**config.mk**
```make
export PLATFORM = sky130hd
export DESIGN_NAME = pipe_skid_reg
export DESIGN_NICKNAME = d
export VERILOG_FILES = /design/src/rtl/pipe_skid_reg_pkg.sv /design/src/rtl/pipe_skid_reg_entry.sv /design/src/rtl/pipe_skid_reg.sv
export SDC_FILE = /design/constraint.sdc
export NUM_CORES = 1
export LEC_CHECK = 0
export ABC_AREA = 1
export CAP_MARGIN = 20
export CORE_MARGIN = 4
export CORE_UTILIZATION = 40
export CTS_CLUSTER_SIZE = 10
export DETAILED_ROUTE_END_ITERATION = 8
export PLACE_DENSITY = 0.75
export SLEW_MARGIN = 25
export SYNTH_ARGS = -nofsm -noshare
export SYNTH_HDL_FRONTEND = slang
export SYNTH_SLANG_ARGS = --single-unit
```
**constraint.sdc**
```tcl
create_clock -name clk -period 3.77 [get_ports clk]
set_input_delay 0.754 -clock clk [delete_from_list [all_inputs] [get_ports clk]]
set_output_delay 0.754 -clock clk [all_outputs]
set_load 0.005 [all_outputs]
```
**src/rtl/pipe_skid_reg_pkg.sv**
```systemverilog
// Shared pipeline-stage definitions: the skid-register state encoding, the
// default NOP bubble used by every stage instance (IF/ID, ID/EX, EX/MEM, MEM/WB)
// and a helper that maps a state to its held-entry count.
package pipe_skid_reg_pkg;

  // Control state of a pipeline stage register.
  typedef enum logic [1:0] {
    PSR_EMPTY = 2'd0,  // no entry held, stage outputs a bubble
    PSR_FULL  = 2'd1,  // main entry valid
    PSR_SKID  = 2'd2   // main and skid entries both valid, upstream stalled
  } psr_state_e;

  // Width of the widest stage payload (pc4 concatenated with inst).
  localparam int unsigned PSR_NOP_WIDTH = 64;

  // All-zero payload, which every stage shows while it holds no valid entry.
  localparam logic [PSR_NOP_WIDTH-1:0] PSR_NOP_BUBBLE = '0;

  // Number of entries held in a given state.
  function automatic logic [1:0] psr_occupancy(input psr_state_e state);
    logic [1:0] occ;
    occ = 2'd0;
    case (state)
      PSR_EMPTY: occ = 2'd0;
      PSR_FULL:  occ = 2'd1;
      PSR_SKID:  occ = 2'd2;
      default:   occ = 2'd0;
    endcase
    return occ;
  endfunction

endpackage : pipe_skid_reg_pkg

```
**src/rtl/pipe_skid_reg_entry.sv**
```systemverilog
// psr_entry: one WIDTH-bit payload register with a load enable and an
// asynchronous clear to the stage bubble value. Used for the main entry and for
// the optional skid entry of pipe_skid_reg.
module psr_entry
  import pipe_skid_reg_pkg::*;
#(
  parameter int unsigned      WIDTH  = PSR_NOP_WIDTH,
  parameter logic [WIDTH-1:0] BUBBLE = '0
) (
  input  logic             clk,
  input  logic             clrn,
  input  logic             load_i,
  input  logic [WIDTH-1:0] d_i,
  output logic [WIDTH-1:0] q_o
);

  logic [WIDTH-1:0] data_q;

  // Payload storage: clear to the bubble on reset, capture d_i when loaded.
  // NOTE: the payload is reset, not left unknown, because an empty stage must
  // drive BUBBLE downstream straight out of reset; non-blocking (<=) keeps every
  // flop sampling the pre-edge values so parallel registers update together.
  always_ff @(posedge clk or negedge clrn) begin
    if (!clrn) begin
      data_q <= BUBBLE;
    end else if (load_i) begin
      data_q <= d_i;
    end
  end

  assign q_o = data_q;

endmodule : psr_entry

```
**src/rtl/pipe_skid_reg.sv**
```systemverilog
// pipe_skid_reg: parametrised pipeline stage register with a valid/ready
// handshake, an optional one-entry skid buffer and a synchronous flush.
// With SKID=1 in_ready comes from a flop, so downstream stall (out_ready) has
// no combinational path to upstream. With SKID=0 the stage is a single entry
// whose in_ready follows out_ready in the same cycle.
module pipe_skid_reg
  import pipe_skid_reg_pkg::*;
#(
  parameter int unsigned      WIDTH  = 64,
  parameter logic [WIDTH-1:0] BUBBLE = WIDTH'(PSR_NOP_BUBBLE),
  parameter int unsigned      SKID   = 1
) (
  input  logic             clk,
  input  logic             clrn,
  // upstream side
  input  logic             in_valid,
  output logic             in_ready,
  input  logic [WIDTH-1:0] in_data,
  // downstream side
  output logic             out_valid,
  input  logic             out_ready,
  output logic [WIDTH-1:0] out_data,
  // control / status
  input  logic             flush,
  output logic [1:0]       occupancy
);

  psr_state_e       state_q, state_d;
  logic             in_fire, out_fire;
  logic             main_load, skid_load;
  logic [WIDTH-1:0] main_d, main_q;
  logic [WIDTH-1:0] skid_d, skid_q;

  assign out_valid = (state_q != PSR_EMPTY);
  assign in_fire   = in_valid & in_ready;
  assign out_fire  = out_valid & out_ready;

  // Next-state and entry-load decode; flush overrides every handshake.
  // NOTE: every output of this block gets a default before the case so no path
  // leaves a signal unassigned, which would otherwise infer a latch.
  always_comb begin
    state_d   = state_q;
    main_load = 1'b0;
    main_d    = in_data;
    skid_load = 1'b0;
    skid_d    = in_data;

    if (flush) begin
      // Held entries and any simultaneous accept are dropped; a simultaneous
      // out_fire has already been consumed downstream.
      state_d   = PSR_EMPTY;
      main_load = 1'b1;
      main_d    = BUBBLE;
      skid_load = 1'b1;
      skid_d    = BUBBLE;
    end else begin
      case (state_q)
        PSR_EMPTY: begin
          if (in_fire) begin
            state_d   = PSR_FULL;
            main_load = 1'b1;
          end
        end

        PSR_FULL: begin
          if (in_fire && out_fire) begin
            main_load = 1'b1;
          end else if (in_fire) begin
            // Only reachable with a skid entry: without one, in_ready implies
            // out_ready whenever the stage is full.
            if (SKID != 0) begin
              state_d   = PSR_SKID;
              skid_load = 1'b1;
            end
          end else if (out_fire) begin
            state_d   = PSR_EMPTY;
            main_load = 1'b1;
            main_d    = BUBBLE;
          end
        end

        PSR_SKID: begin
          // in_ready is low here, so only the downstream side can move.
          if (out_fire) begin
            state_d   = PSR_FULL;
            main_load = 1'b1;
            main_d    = skid_q;
          end
        end

        default: begin
          state_d   = PSR_EMPTY;
          main_load = 1'b1;
          main_d    = BUBBLE;
        end
      endcase
    end
  end

  // Control state register.
  always_ff @(posedge clk or negedge clrn) begin
    if (!clrn) begin
      state_q <= PSR_EMPTY;
    end else begin
      state_q <= state_d;
    end
  end

  // Main entry: always drives out_data, holds BUBBLE whenever the stage is empty.
  psr_entry #(
    .WIDTH  (WIDTH),
    .BUBBLE (BUBBLE)
  ) u_main (
    .clk    (clk),
    .clrn   (clrn),
    .load_i (main_load),
    .d_i    (main_d),
    .q_o    (main_q)
  );

  generate
    if (SKID != 0) begin : g_skid
      logic in_ready_q;

      // Registered ready: drops one cycle after the first stalled accept.
      always_ff @(posedge clk or negedge clrn) begin
        if (!clrn) begin
          in_ready_q <= 1'b1;
        end else begin
          in_ready_q <= (state_d != PSR_SKID);
        end
      end

      assign in_ready = in_ready_q;

      // Skid entry: catches the beat that arrives while downstream is stalled.
      psr_entry #(
        .WIDTH  (WIDTH),
        .BUBBLE (BUBBLE)
      ) u_skid (
        .clk    (clk),
        .clrn   (clrn),
        .load_i (skid_load),
        .d_i    (skid_d),
        .q_o    (skid_q)
      );
    end else begin : g_noskid
      // Single entry: accept when empty or when the held entry leaves this cycle.
      assign in_ready = out_ready | ~out_valid;
      assign skid_q   = BUBBLE;
    end
  endgenerate

  assign out_data  = main_q;
  assign occupancy = psr_occupancy(state_q);

endmodule : pipe_skid_reg

```
* Word level (Yosys, flattened, before mapping) *
Cells that the tools add are included.

storage, ports and cells
  flip-flop bits (word level) = 131
  input port bits = 69
  output and inout bits = 68

cells by class
  bitwise gates (word level) = 2
  reductions and logical operators = 3
  muxes and demuxes = 24
  eq/ne operators = 3

operators with widths
  kind                                                 number
  two-way mux 64 bit                                   6
  case mux 64 bit (3 select lines)                     1
  two-way mux 2 bit                                    6
  two-way mux 1 bit                                    8
  case mux 2 bit (3 select lines)                      1
  case mux 2 bit (2 select lines)                      1
  case mux 1 bit (3 select lines)                      1
  AND 1 bit                                            2
  equality test 2 x 1 -> 1 bit, second input constant  1
  equality test 2 bit, second input constant           1
  zero test 2 bit                                      1
  != test 2 bit, second input constant                 1
  nonzero test 2 bit                                   1
  logical AND 1 bit                                    1

* Longest topological paths before layout *
  depth in word-level cells = 8
  gate-level depth with buffers = 8

* By module *
From an unflattened synthesis, not the netlist that was laid out.

unflattened totals
  cell total of the unflattened synthesis = 972
  area, all modules = 6912.9 um2

by module, submodules not included
  module         area an instance (um2)  instances  cells an instance
  psr_entry      2446.1                  2          270
  pipe_skid_reg  2020.7                  1          432

* Worst setup path after synthesis *
Ideal clock, no wire load.

  path kind = input -> register
  start point = in out_ready
  end point = reg g_skid.u_skid.data_q[23] (netlist: g_skid.u_skid.q_o[23])
  cell stages on the path = 6
  data required time = 3.640 ns
  data arrival time = 1.567 ns
  setup slack = 2.073 ns
  cells stage by stage = inv_2 -> clkbuf_1 -> nand2_1 -> clkbuf_1 -> nand3_1 -> o21ai_0

on the way
  word-level cells in the longest chain between the ends = 5

RTL lines
  what                  line                       RTL
  from (decl)           pipe_skid_reg.sv:21        input logic out_ready,
  AND 1 bit             pipe_skid_reg.sv:36        assign out_fire = out_valid & out_ready;
  logical AND 1 bit     pipe_skid_reg.sv:66        if (in_fire && out_fire) begin
  two-way mux 1 bit     pipe_skid_reg.sv:66
  two-way mux 1 bit     pipe_skid_reg.sv:57        case (state_q)
  two-way mux 1 bit     pipe_skid_reg.sv:48        if (flush) begin
  to (signal assigned)  pipe_skid_reg_entry.sv:27  data_q <= d_i;
  to (decl)             pipe_skid_reg_entry.sv:17  logic [WIDTH-1:0] data_q;

Every way passes these cells.
A chain may end at the register's enable or synchronous reset.

* Final worst setup path *
  start point = reg state_q[1]
  end point = out occupancy[0]

on the way
  word-level cells in the longest chain between the ends = 2

RTL lines
  what                                                                        line                     RTL
  from (decl)                                                                 pipe_skid_reg.sv:28      psr_state_e state_q, state_d;
  from (signal assigned)                                                      pipe_skid_reg.sv:105     state_q <= state_d;
  equality test 2 bit / equality test 2 x 1 -> 1 bit (equally long branches)  pipe_skid_reg_pkg.sv:23  case (state)
  case mux 2 bit (2 select lines) *                                           pipe_skid_reg_pkg.sv:23
  to (decl)                                                                   pipe_skid_reg.sv:25      output logic [1:0] occupancy

Mark *: on every way between the ends. The rest lies on a longest branch, timed or not.

==> flow_summary.yaml <==
placed_design:
  dp.cells: 1167
  portBuffers: 136
  routabilityCongestion: 0.779
  hpwl_um: 10900
sta:
  rsz0062_at_grt: "false"
  finalMaxSlewViolations: 0
  fin_tns_setup_ns: 0
  whs_ns: 0.254
  setup_viol: 0
  slew_headroom: 0.497
  period_share: 0.713
  finalCriticalPeriod_ns: 2.69
  skew_ns: 0.00459
  worstMarginPinSlew_ns: 0.755
  fmax_ghz: 0.372
  finalHoldViolCount: 0
setup_path:
  cp_cell_sequence: "inv_2, nand2_1, inv_1, clkdlybuf4s50_1"
  reg2regPathDepth: 7
  r2r_setup_slack_ns: 1.58
  arrival_ns: 1.93
  max_stage_delay_ns: 0.49
  crit_end: "occupancy[0]"
  crit_start: "state_q[1]$_DFF_PN0_"
  endpoint_kind: "primary output"
  cp_max_fo: 23
  worstPathRequired_ns: 3.02
  crit_path_start_kind: "flip-flop"
  slowest_stage: "clkdlybuf4s50_1"
  r2r_end: "u_main.q_o[37]$_DFFE_PN0P_"
  r2r_start: "state_q[1]$_DFF_PN0_"
  setup.worst_path.class: "reg2out"
finish:
  finalNonFillerCells: 1200
  multi_input_area_um2: 2700
  final_cell_mix: "nand2_1, nand3_1, clkdlybuf4s50_1"
  layout.nets: 1040
  syn_to_final_growth_pct: 33.4
  seq_area_um2: 3280
  final_common_cell: "nand2_1"
  fill_cells: 1481
  antenna_cells: 0
  drive_gt1_frac: 0.0569
grt:
  antenna_found_initial: 0
  grt_overflow: 0
  grt_max_degree: 103
  track_usage: 0.208
  grt_pass1_vias: 6284
  grt_pass1_wl_um: 30900
logic_synthesis:
  yosysSeqAreaShare: 0.504
  ys_ff_latch: 131
  ys_types: 15
  yosys_warnings: 0
  syn_area_um2: 6500
  synth_top_area_frac: 0.500
  post_synth.cell_area_avg_um2: 7.49
  synth_nets: 937
  syn_inst: 868
  yosysTopAreaCell: "dfrtp_1"
  netlist_top_cells_area: "dfrtp_1, nand2_1, nand3_1, o21ai_0, inv_1"
floorplan:
  core_um2: 15900
  die_area_um2: 18400
  start_util: 0.409
  rows: 46
  die_w_um: 136
  die_h_um: 136
  num_io_pins: 137
pwr:
  powerDensity_nw_per_um2: 442
  p_leak_uw: 0.00456
  peakVddDrop_uv: 321
clock_tree:
  cts_tree: "built"
  htreeDepth: 4
  cts_resized: 0
  numCtsBuffers: 17
  clockBufferDepth: 2
  postCtsSetupRepairBufs: 0
  cts_hold_buffers: 0
  cts_root_buf: "clkbuf_16"
  clock_sinks: 131
  clock_latency_ns: 0.42
  path_clk_slew_ns: 0.05
flow_run:
  cap_violations: 0
detailed_routing:
  viasPerCell: 5.22
  routed_wl_um: 18500
  num_vias: 6258
  post-route-drc-count: 0
  avgRoutedWirePerCell_um: 15.4
  first_iter_violations: 561
  ant_nets: 0
  drt_pass1_iterations: 5
worst_hold_path:
  hold_class: "in2async"
run_status:
  status: "finished, final reports clean"
## layout make-up
type	instances	share of cell area
clock buffers	22	0.0546
clock inverters	10	0.0205
inverters	72	0.0311
multi-input cells	599	0.311
flip-flops and latches	131	0.378
well taps	216	0.0311
repair buffers	150	0.174
## report_power, final
| part | internal [uW] | switching (uW) |
|---|---|---|
| clock | 1220 | 605 |
| sequential | 1470 | 34.3 |
| combinational | 227 | 279 |
## worst min-delay path by stage
| stage | from | end | slack (ns) | depth (start not counted) |
|---|---|---|---|---|
| after global placement | u_main.q_o[50]$_DFFE_PN0P_ | u_main.q_o[50]$_DFFE_PN0P_ | 0.46 | 2 |
| after detailed placement | u_main.q_o[31]$_DFFE_PN0P_ | u_main.q_o[31]$_DFFE_PN0P_ | 0.46 | 2 |
| after floorplan | clrn | g_skid.u_skid.q_o[0]$_DFFE_PN0P_ | 0.46 | 0 |
| after CTS | u_main.q_o[59]$_DFFE_PN0P_ | u_main.q_o[59]$_DFFE_PN0P_ | 0.48 | 2 |
| final | clrn | u_main.q_o[51]$_DFFE_PN0P_ | 0.25 | 1 |
| after global routing | clrn | u_main.q_o[50]$_DFFE_PN0P_ | 0.27 | 1 |
## flip-flops by register name, indices dropped and copies added (netlist names)
signal and cells:
u_main.q_o 64, in_ready 1, state_q 2, g_skid.u_skid.q_o 64
## Yosys cell counts
| cell | number |
|---|---|
| a21oi_1 | 1 |
| a21oi_4 | 1 |
| and3b_1 | 1 |
| buf_1 | 4 |
| buf_2 | 28 |
| clkbuf_1 | 34 |
| dfrtp_1 | 130 |
| dfstp_2 | 1 |
| inv_1 | 70 |
| inv_2 | 2 |
| nand2_1 | 267 |
| nand3_1 | 193 |
| nor2_1 | 5 |
| nor3_1 | 1 |
| o21ai_0 | 130 |
## worst max-delay path: cells and delay by family, from the launching register on
kind,cells,cell delay (ns)
buf+inv,3,0.95
flops,1,0.42
simple gates,1,0.15
## cells by family (layout without fill, tap and decap cells)
group                  after synthesis  count (layout)  share of synthesized area
AO/OA/AOI/OAI                      132             132                      0.103
buffers and inverters              138             254                     0.0850
flip-flops                         131             131                      0.504
AND/OR/NAND/NOR                    467             467                      0.308
## per-stage QoR
stage | instance area, um2 | utilization | worst slack [ns] | total power [uW]
after floorplan | 6500 | - | 2.07 | 1760
after global placement | 8000 | 0.503 | 1.06 | 2020
after detailed placement | 8000 | 0.504 | 1.06 | 2030
after CTS | 8650 | 0.545 | 1.07 | 3860
after global routing | 8680 | 0.546 | 1.00 | 3990
final | 8680 | 0.546 | 1.08 | 3840
## per-layer routing
metal	up-vias	GRT usage	share of wire
met4	0	0.0722	0.014
met5	-	0	0
met1	2987	0.282	0.44
li1	3020	-	-
met2	226	0.329	0.47
met3	25	0.0487	0.070
Power figures use the tool's default switching activity.
